==> src/rtl/muldiv_pkg.sv <==
// muldiv_pkg: shared definitions for the iterative multiply/divide unit.
//   - funct3 encodings of the RV32M/RV64M operations
//   - FSM state encoding
//   - md_magnitude(): absolute value of a possibly signed operand
package muldiv_pkg;

    localparam logic [2:0] MD_MUL    = 3'b000;
    localparam logic [2:0] MD_MULH   = 3'b001;
    localparam logic [2:0] MD_MULHSU = 3'b010;
    localparam logic [2:0] MD_MULHU  = 3'b011;
    localparam logic [2:0] MD_DIV    = 3'b100;
    localparam logic [2:0] MD_DIVU   = 3'b101;
    localparam logic [2:0] MD_REM    = 3'b110;
    localparam logic [2:0] MD_REMU   = 3'b111;

    // Widest supported XLEN; md_magnitude works at this width and the
    // caller truncates back to its own XLEN.
    localparam int MAX_XLEN = 64;

    typedef enum logic [2:0] {
        ST_IDLE,
        ST_PREP,
        ST_CALC,
        ST_FIXUP,
        ST_DONE
    } md_state_t;

    // Two's-complement negation modulo 2^MAX_XLEN also gives the correct
    // low XLEN bits for a zero-extended narrower operand.
    function automatic logic [MAX_XLEN-1:0] md_magnitude(input logic [MAX_XLEN-1:0] v,
                                                         input logic is_neg);
        return is_neg ? -v : v;
    endfunction

endpackage

==> src/rtl/muldiv_step.sv <==
// muldiv_step: one combinational radix-2 iteration.
//   mode_div_i  0 = shift-add multiply, 1 = restoring divide
//   acc_i/o     multiply: {partial product, remaining multiplier}
//               divide:   low half = dividend bits shifting out / quotient
//                         bits shifting in (LSB left 0 here, see q_o)
//   rem_i/o     divide partial remainder (always < divisor)
//   operand_i   multiplicand / divisor magnitude
//   q_o         quotient bit produced by this iteration
module muldiv_step #(
    parameter int XLEN = 32
) (
    input  logic                mode_div_i,
    input  logic [2*XLEN-1:0]   acc_i,
    input  logic [XLEN-1:0]     rem_i,
    input  logic [XLEN-1:0]     operand_i,
    output logic [2*XLEN-1:0]   acc_o,
    output logic [XLEN-1:0]     rem_o,
    output logic                q_o
);

    logic [XLEN:0] sum;
    logic [XLEN:0] trial;
    logic [XLEN:0] diff;

    always_comb begin
        // Carry out of the add lands in the MSB before the right shift.
        sum   = {1'b0, acc_i[2*XLEN-1:XLEN]} + (acc_i[0] ? {1'b0, operand_i} : '0);
        // Trial remainder needs XLEN+1 bits: 2*rem+bit may exceed 2^XLEN-1.
        trial = {rem_i, acc_i[XLEN-1]};
        diff  = trial - {1'b0, operand_i};
        acc_o = acc_i;
        rem_o = rem_i;
        q_o   = 1'b0;
        if (mode_div_i) begin
            q_o   = ~diff[XLEN];
            rem_o = q_o ? diff[XLEN-1:0] : trial[XLEN-1:0];
            acc_o = {acc_i[2*XLEN-1:XLEN], acc_i[XLEN-2:0], 1'b0};
        end else begin
            acc_o = {sum, acc_i[XLEN-1:1]};
        end
    end

endmodule

==> src/rtl/muldiv_iterative_unit.sv <==
// muldiv_iterative_unit: multi-cycle RV32M/RV64M multiply/divide unit.
//   CLK/RESET      clock, synchronous active-high reset
//   FLUSH          abort anything in flight (beats everything but RESET)
//   START/READY    request handshake, with OP/OPERAND1/OPERAND2/TAG_IN
//   RESULT_VALID   RESULT/TAG_OUT valid, held until RESULT_ACK
// Normal ops: IDLE -> PREP -> CALC (XLEN cycles) -> FIXUP -> DONE.
// Divide-by-zero and signed overflow go straight from IDLE to DONE.
module muldiv_iterative_unit
    import muldiv_pkg::*;
#(
    parameter int XLEN      = 32,
    parameter int TAG_WIDTH = 5
) (
    input  logic                 CLK,
    input  logic                 RESET,
    input  logic                 FLUSH,
    input  logic                 START,
    output logic                 READY,
    input  logic [2:0]           OP,
    input  logic [XLEN-1:0]      OPERAND1,
    input  logic [XLEN-1:0]      OPERAND2,
    input  logic [TAG_WIDTH-1:0] TAG_IN,
    output logic                 RESULT_VALID,
    input  logic                 RESULT_ACK,
    output logic [XLEN-1:0]      RESULT,
    output logic [TAG_WIDTH-1:0] TAG_OUT
);

    localparam int CNT_W = $clog2(XLEN + 1);

    md_state_t              state_q, state_d;
    logic [2:0]             op_q, op_d;
    logic [XLEN-1:0]        a_q, a_d, b_q, b_d;
    logic [TAG_WIDTH-1:0]   tag_q, tag_d;
    logic [2*XLEN-1:0]      acc_q, acc_d;
    logic [XLEN-1:0]        rem_q, rem_d;
    logic                   neg_res_q, neg_res_d, neg_rem_q, neg_rem_d;
    logic [CNT_W-1:0]       cnt_q, cnt_d;
    logic [XLEN-1:0]        result_q, result_d;

    logic [2*XLEN-1:0]      step_acc;
    logic [XLEN-1:0]        step_rem;
    logic                   step_q;

    logic                   sgn_a, sgn_b, div_zero, div_ovf;
    logic [XLEN-1:0]        mag_a, mag_b, quot, remv;
    logic [2*XLEN-1:0]      prod;

    // b_q holds the divisor/multiplicand magnitude once PREP has run.
    muldiv_step #(.XLEN(XLEN)) u_step (
        .mode_div_i (op_q[2]),
        .acc_i      (acc_q),
        .rem_i      (rem_q),
        .operand_i  (b_q),
        .acc_o      (step_acc),
        .rem_o      (step_rem),
        .q_o        (step_q)
    );

    always_comb begin
        state_d   = state_q;
        op_d      = op_q;
        a_d       = a_q;
        b_d       = b_q;
        tag_d     = tag_q;
        acc_d     = acc_q;
        rem_d     = rem_q;
        neg_res_d = neg_res_q;
        neg_rem_d = neg_rem_q;
        cnt_d     = cnt_q;
        result_d  = result_q;

        div_zero = (OPERAND2 == '0);
        div_ovf  = ~OP[0] & (OPERAND1 == {1'b1, {(XLEN-1){1'b0}}}) & (OPERAND2 == '1);

        sgn_a = (op_q == MD_MUL || op_q == MD_MULH || op_q == MD_MULHSU ||
                 op_q == MD_DIV || op_q == MD_REM) & a_q[XLEN-1];
        sgn_b = (op_q == MD_MUL || op_q == MD_MULH ||
                 op_q == MD_DIV || op_q == MD_REM) & b_q[XLEN-1];
        mag_a = XLEN'(md_magnitude(MAX_XLEN'(a_q), sgn_a));
        mag_b = XLEN'(md_magnitude(MAX_XLEN'(b_q), sgn_b));

        prod = neg_res_q ? -acc_q : acc_q;
        quot = neg_res_q ? -acc_q[XLEN-1:0] : acc_q[XLEN-1:0];
        remv = neg_rem_q ? -rem_q : rem_q;

        case (state_q)
            ST_IDLE: begin
                if (START && !FLUSH) begin
                    op_d  = OP;
                    a_d   = OPERAND1;
                    b_d   = OPERAND2;
                    tag_d = TAG_IN;
                    if (OP[2] && (div_zero || div_ovf)) begin
                        // OP[1] separates REM/REMU from DIV/DIVU.
                        if (div_zero) result_d = OP[1] ? OPERAND1 : '1;
                        else          result_d = OP[1] ? '0 : OPERAND1;
                        state_d = ST_DONE;
                    end else begin
                        state_d = ST_PREP;
                    end
                end
            end
            ST_PREP: begin
                acc_d     = {{XLEN{1'b0}}, mag_a};
                rem_d     = '0;
                b_d       = mag_b;
                neg_res_d = sgn_a ^ sgn_b;
                neg_rem_d = sgn_a;
                cnt_d     = CNT_W'(XLEN);
                state_d   = ST_CALC;
            end
            ST_CALC: begin
                // Quotient bit enters at the LSB; zero in multiply mode.
                acc_d = step_acc | {{(2*XLEN-1){1'b0}}, step_q};
                rem_d = step_rem;
                cnt_d = cnt_q - 1'b1;
                if (cnt_q == CNT_W'(1)) state_d = ST_FIXUP;
            end
            ST_FIXUP: begin
                case (op_q)
                    MD_MUL:                       result_d = prod[XLEN-1:0];
                    MD_MULH, MD_MULHSU, MD_MULHU: result_d = prod[2*XLEN-1:XLEN];
                    MD_DIV, MD_DIVU:              result_d = quot;
                    default:                      result_d = remv;
                endcase
                state_d = ST_DONE;
            end
            ST_DONE: begin
                if (RESULT_ACK) state_d = ST_IDLE;
            end
            default: state_d = ST_IDLE;
        endcase

        if (FLUSH) begin
            state_d = ST_IDLE;
            cnt_d   = '0;
        end
    end

    always_ff @(posedge CLK) begin
        if (RESET) begin
            state_q   <= ST_IDLE;
            op_q      <= '0;
            a_q       <= '0;
            b_q       <= '0;
            tag_q     <= '0;
            acc_q     <= '0;
            rem_q     <= '0;
            neg_res_q <= 1'b0;
            neg_rem_q <= 1'b0;
            cnt_q     <= '0;
            result_q  <= '0;
        end else begin
            state_q   <= state_d;
            op_q      <= op_d;
            a_q       <= a_d;
            b_q       <= b_d;
            tag_q     <= tag_d;
            acc_q     <= acc_d;
            rem_q     <= rem_d;
            neg_res_q <= neg_res_d;
            neg_rem_q <= neg_rem_d;
            cnt_q     <= cnt_d;
            result_q  <= result_d;
        end
    end

    assign READY        = (state_q == ST_IDLE);
    assign RESULT_VALID = (state_q == ST_DONE);
    assign RESULT       = result_q;
    assign TAG_OUT      = tag_q;

endmodule

==> config.mk <==
export PLATFORM = sky130hd
export DESIGN_NAME = muldiv_iterative_unit
export DESIGN_NICKNAME = d
export VERILOG_FILES = /design/src/rtl/muldiv_pkg.sv /design/src/rtl/muldiv_step.sv /design/src/rtl/muldiv_iterative_unit.sv
export SDC_FILE = /design/constraint.sdc
export NUM_CORES = 1
export LEC_CHECK = 0
export BUFFER_PORTS_ARGS = -buffer_cell sky130_fd_sc_hd__buf_2
export CAP_MARGIN = 20
export CORE_MARGIN = 1
export CORE_UTILIZATION = 55
export CTS_CLUSTER_SIZE = 12
export DETAILED_ROUTE_END_ITERATION = 10
export HOLD_SLACK_MARGIN = 0.15
export PLACE_DENSITY_LB_ADDON = 0.2
export SYNTH_ARGS = -nofsm -noshare
export SYNTH_HDL_FRONTEND = slang
export SYNTH_SLANG_ARGS = --single-unit
==> constraint.sdc <==
create_clock -name CLK -period 4.65 [get_ports CLK]
set_input_delay 0.465 -clock CLK [delete_from_list [all_inputs] [get_ports CLK]]
set_output_delay 0.465 -clock CLK [all_outputs]
set_load 0.005 [all_outputs]
==> impl_metrics.tcl <==
set metrics [dict create \
    postCtsHoldBufs 0 \
    area_growth_syn_to_layout_pct 9.82 \
    synth.top_cells.by_area "dfxtp_1, nand2_1, a21oi_1" \
    hold_class "input port to flop" \
    relSlewSlack_pct 31.8 \
    antenna_cells 0 \
    drc 0 \
    port_buffers 115 \
    yosysSeqAreaShare_pct 25.2 \
    yosys-top-cells-count "nand2_1, nor2_1, dfxtp_1, a21oi_1, o21ai_0" \
    power.density_mw_per_mm2 264 \
    crit_path_frequent_cell "a21o_1" \
    ant_nets 0 \
    n_fill_cell 2758 \
    leakagePower_nw 7.24 \
    clk_latency_ns 0.53 \
    fp-row-count 63 \
    rsz0062_at_grt "no" \
    synth-edff-count 0 \
    vias 18251 \
    synth_area_per_cell_sq_um 7.26 \
    routed_wl_um 59800 \
    min_period_over_period_pct 88.8 \
    wire_per_inst_um 21.8 \
    htreeDepth 1 \
    worst_pin_slew_ns 1.02 \
    r2r_cells 14 \
    yosysMostFrequentCell "nand2_1" \
    layout-drive-gt1-share_pct 10.1 \
    ys_ff_latch 211 \
    status "finished, final reports clean" \
    path_cells "inv_1 -> ha_1 -> fa_1 -> nand2b_1 -> a21o_1 -> a21o_1 -> a2111oi_0 -> buf_4 -> o211ai_1 -> nor4b_1 -> or4_2 -> buf_12 -> mux2_2 -> o21ai_0" \
    worstPathArrival_ns 4.58 \
    syn_nets 2461 \
    regToRegEndpoint "rem_q[0]" \
    cap_viol_max_count 0 \
    clock_sinks 211 \
    final_nets 2484 \
    critPathCaptureType "flop" \
    die-width_um 177 \
    slowest_delay_ns 0.71 \
    grt_antenna_before_repair 0 \
    die_h_um 177 \
    drt_iter0_markers 2138 \
    timing.setup.tns_ns 0 \
    cp.required_ns 5.10 \
    grt_overflow 0 \
    peakVddDrop_v 0.000234 \
    postCtsSetupBuffers 0 \
    clockBufferDepth 3 \
    r2r_setup_slack_ns 0.52 \
    crit_fanout 36 \
    setup.worst_path.end "rem_q[0]" \
    initial_utilization_pct 56.3 \
    viasPerCell 6.66 \
    ctsResizeCount 0 \
    clk_pin_slew_ns 0.06 \
    setup-violations-final 0 \
    crit_family "compound AO/OA/AOI/OAI gates" \
    worstSetupPathDepth 14 \
    yosys.area.top_type "dfxtp_1" \
    grt_use_total_pct 37.3 \
    cts_tree "done" \
    critPathBufInv 3 \
    finalClockSkew_ns 0.00937 \
    synth_top_flop_cell "dfxtp_1" \
    first_pass_iters 6 \
    grt_pass1_wl_um 91700 \
    gp_congestion 0.999 \
    slew_violations 0 \
    netlist_area_sq_mm 0.0168 \
    ys_async_sr_fraction_pct 0 \
    ys_warn_count 0 \
    max_freq_mhz 242 \
    min_period_ns 4.13 \
    critPathSlowestCell "or4_2" \
    syn_inst 2312 \
    startpoint_type "flop" \
    ios 116 \
    hold_violations 0 \
    worstSetupStartpoint "acc_q[31]" \
    dieArea_sq_mm 0.0312 \
    first_global_vias 16238 \
    cts_root_buffer "clkbuf_16" \
    r2r_start "acc_q[31]" \
    synth_cell_types 69 \
    yosysTopAreaCellShare_pct 25.2 \
    placed_cells 2694 \
    core_sq_mm 0.0298 \
    hpwl_um 45600 \
    grt_max_degree 78 \
    final_cells 2740 \
    critical_path_class "flop to flop" \
    cts_buffers 25 \
]
power by group:
group	total, mW	internal (mW)	switching, mW
combinational	0.943	0.335	0.607
sequential	1.91	1.85	0.0626
clock	2.00	1.21	0.795
cells by family after synthesis:
kind of cell | share of synthesized area (%)
AND/OR/NAND/NOR | 23.7
AO/OA/AOI/OAI | 28.3
multiplexers | 4.39
adder cells (fa/ha/maj) | 5.46
XOR/XNOR | 7.99
buffers and inverters | 4.98
flip-flops | 25.2
final cells by class:
cell class              count  area [sq um]  share of cell area, %
multi-input cells        1879         11800                   63.8
flip-flops and latches    211          4230                   22.9
clock inverters             9           120                  0.652
inverters                  65           244                   1.32
well taps                 390           488                   2.65
repair buffers            153           887                   4.82
clock buffers              33           696                   3.78
worst reg2reg max path: stages, from the launching register on:
cell and delay (ns):
dfxtp_1 0.38, inv_1 0.12, ha_1 0.23, fa_1 0.41, nand2b_1 0.18, a21o_1 0.20, a21o_1 0.22, a2111oi_0 0.40
buf_4 0.20, o211ai_1 0.13, nor4b_1 0.17, or4_2 0.71, buf_12 0.22, mux2_2 0.31, o21ai_0 0.16
placed cells by master (no fill, tap or decap), drive strengths merged, types with 10 or more instances in the layout:
master | Yosys | layout
nor2b | 14 | 14
o221ai | 10 | 10
a22oi | 17 | 17
a32o | 18 | 18
a311oi | 13 | 13
nor3 | 66 | 66
a211oi | 70 | 70
o211ai | 30 | 30
o31ai | 31 | 31
or3 | 32 | 32
inv | 64 | 64
a221oi | 20 | 20
and2 | 12 | 12
o21a | 12 | 12
a21o | 31 | 31
nand3 | 49 | 49
buf | 11 | 152
o21ai | 162 | 162
a21oi | 200 | 200
mux2i | 69 | 69
xor2 | 70 | 70
clkbuf | 146 | 34
o22ai | 21 | 21
nand2 | 294 | 294
dfxtp | 211 | 211
a31oi | 22 | 22
ha | 70 | 70
or2 | 18 | 18
nor4 | 37 | 37
or4 | 18 | 18
nor2 | 219 | 219
nand4 | 20 | 20
xnor2 | 83 | 83
and3 | 12 | 12
nand2b | 24 | 24
o41ai | 16 | 16
routing by layer:
layer	track usage [%]	vias up	wire length (um)
met2	58.1	873	26500
met5	0	-	0
li1	-	8517	-
met4	15.3	0	2570
met3	4.66	137	5060
met1	51.9	8724	25600
sequential cells by signal, summed over array words and instances (netlist names):
signal     cells
TAG_OUT        5
neg_res_q      1
neg_rem_q      1
rem_q         32
b_q           32
RESULT        32
op_q           3
a_q           32
acc_q         64
cnt_q          6
state_q        3
per-stage QoR:
stage | hold WS [ns] | setup WS [ns] | area (sq um) | power [mW] | util [%]
after floorplan | 0.453 | 0.813 | 16800 | 2.56 | -
after global placement | 0.439 | 0.639 | 17600 | 2.85 | 59.0
after detailed placement | 0.443 | 0.593 | 17600 | 2.86 | 59.0
after CTS | 0.159 | 0.533 | 18400 | 4.83 | 61.7
after global routing | 0.178 | 0.331 | 18400 | 5.01 | 61.8
final | 0.168 | 0.520 | 18400 | 4.86 | 61.8
worst min path at each step:
stage                     from         end  slack, ns  cells after the start
floorplan           TAG_OUT[0]  TAG_OUT[0]       0.45                      2
global placement    TAG_OUT[0]  TAG_OUT[0]       0.44                      2
detailed placement  TAG_OUT[2]  TAG_OUT[2]       0.44                      2
CTS                  TAG_IN[1]  TAG_OUT[1]       0.16                      3
global route         TAG_IN[4]  TAG_OUT[4]       0.18                      3
finish               TAG_IN[2]  TAG_OUT[2]       0.17                      3
Note: power is estimated with default switching activity, not from simulation.
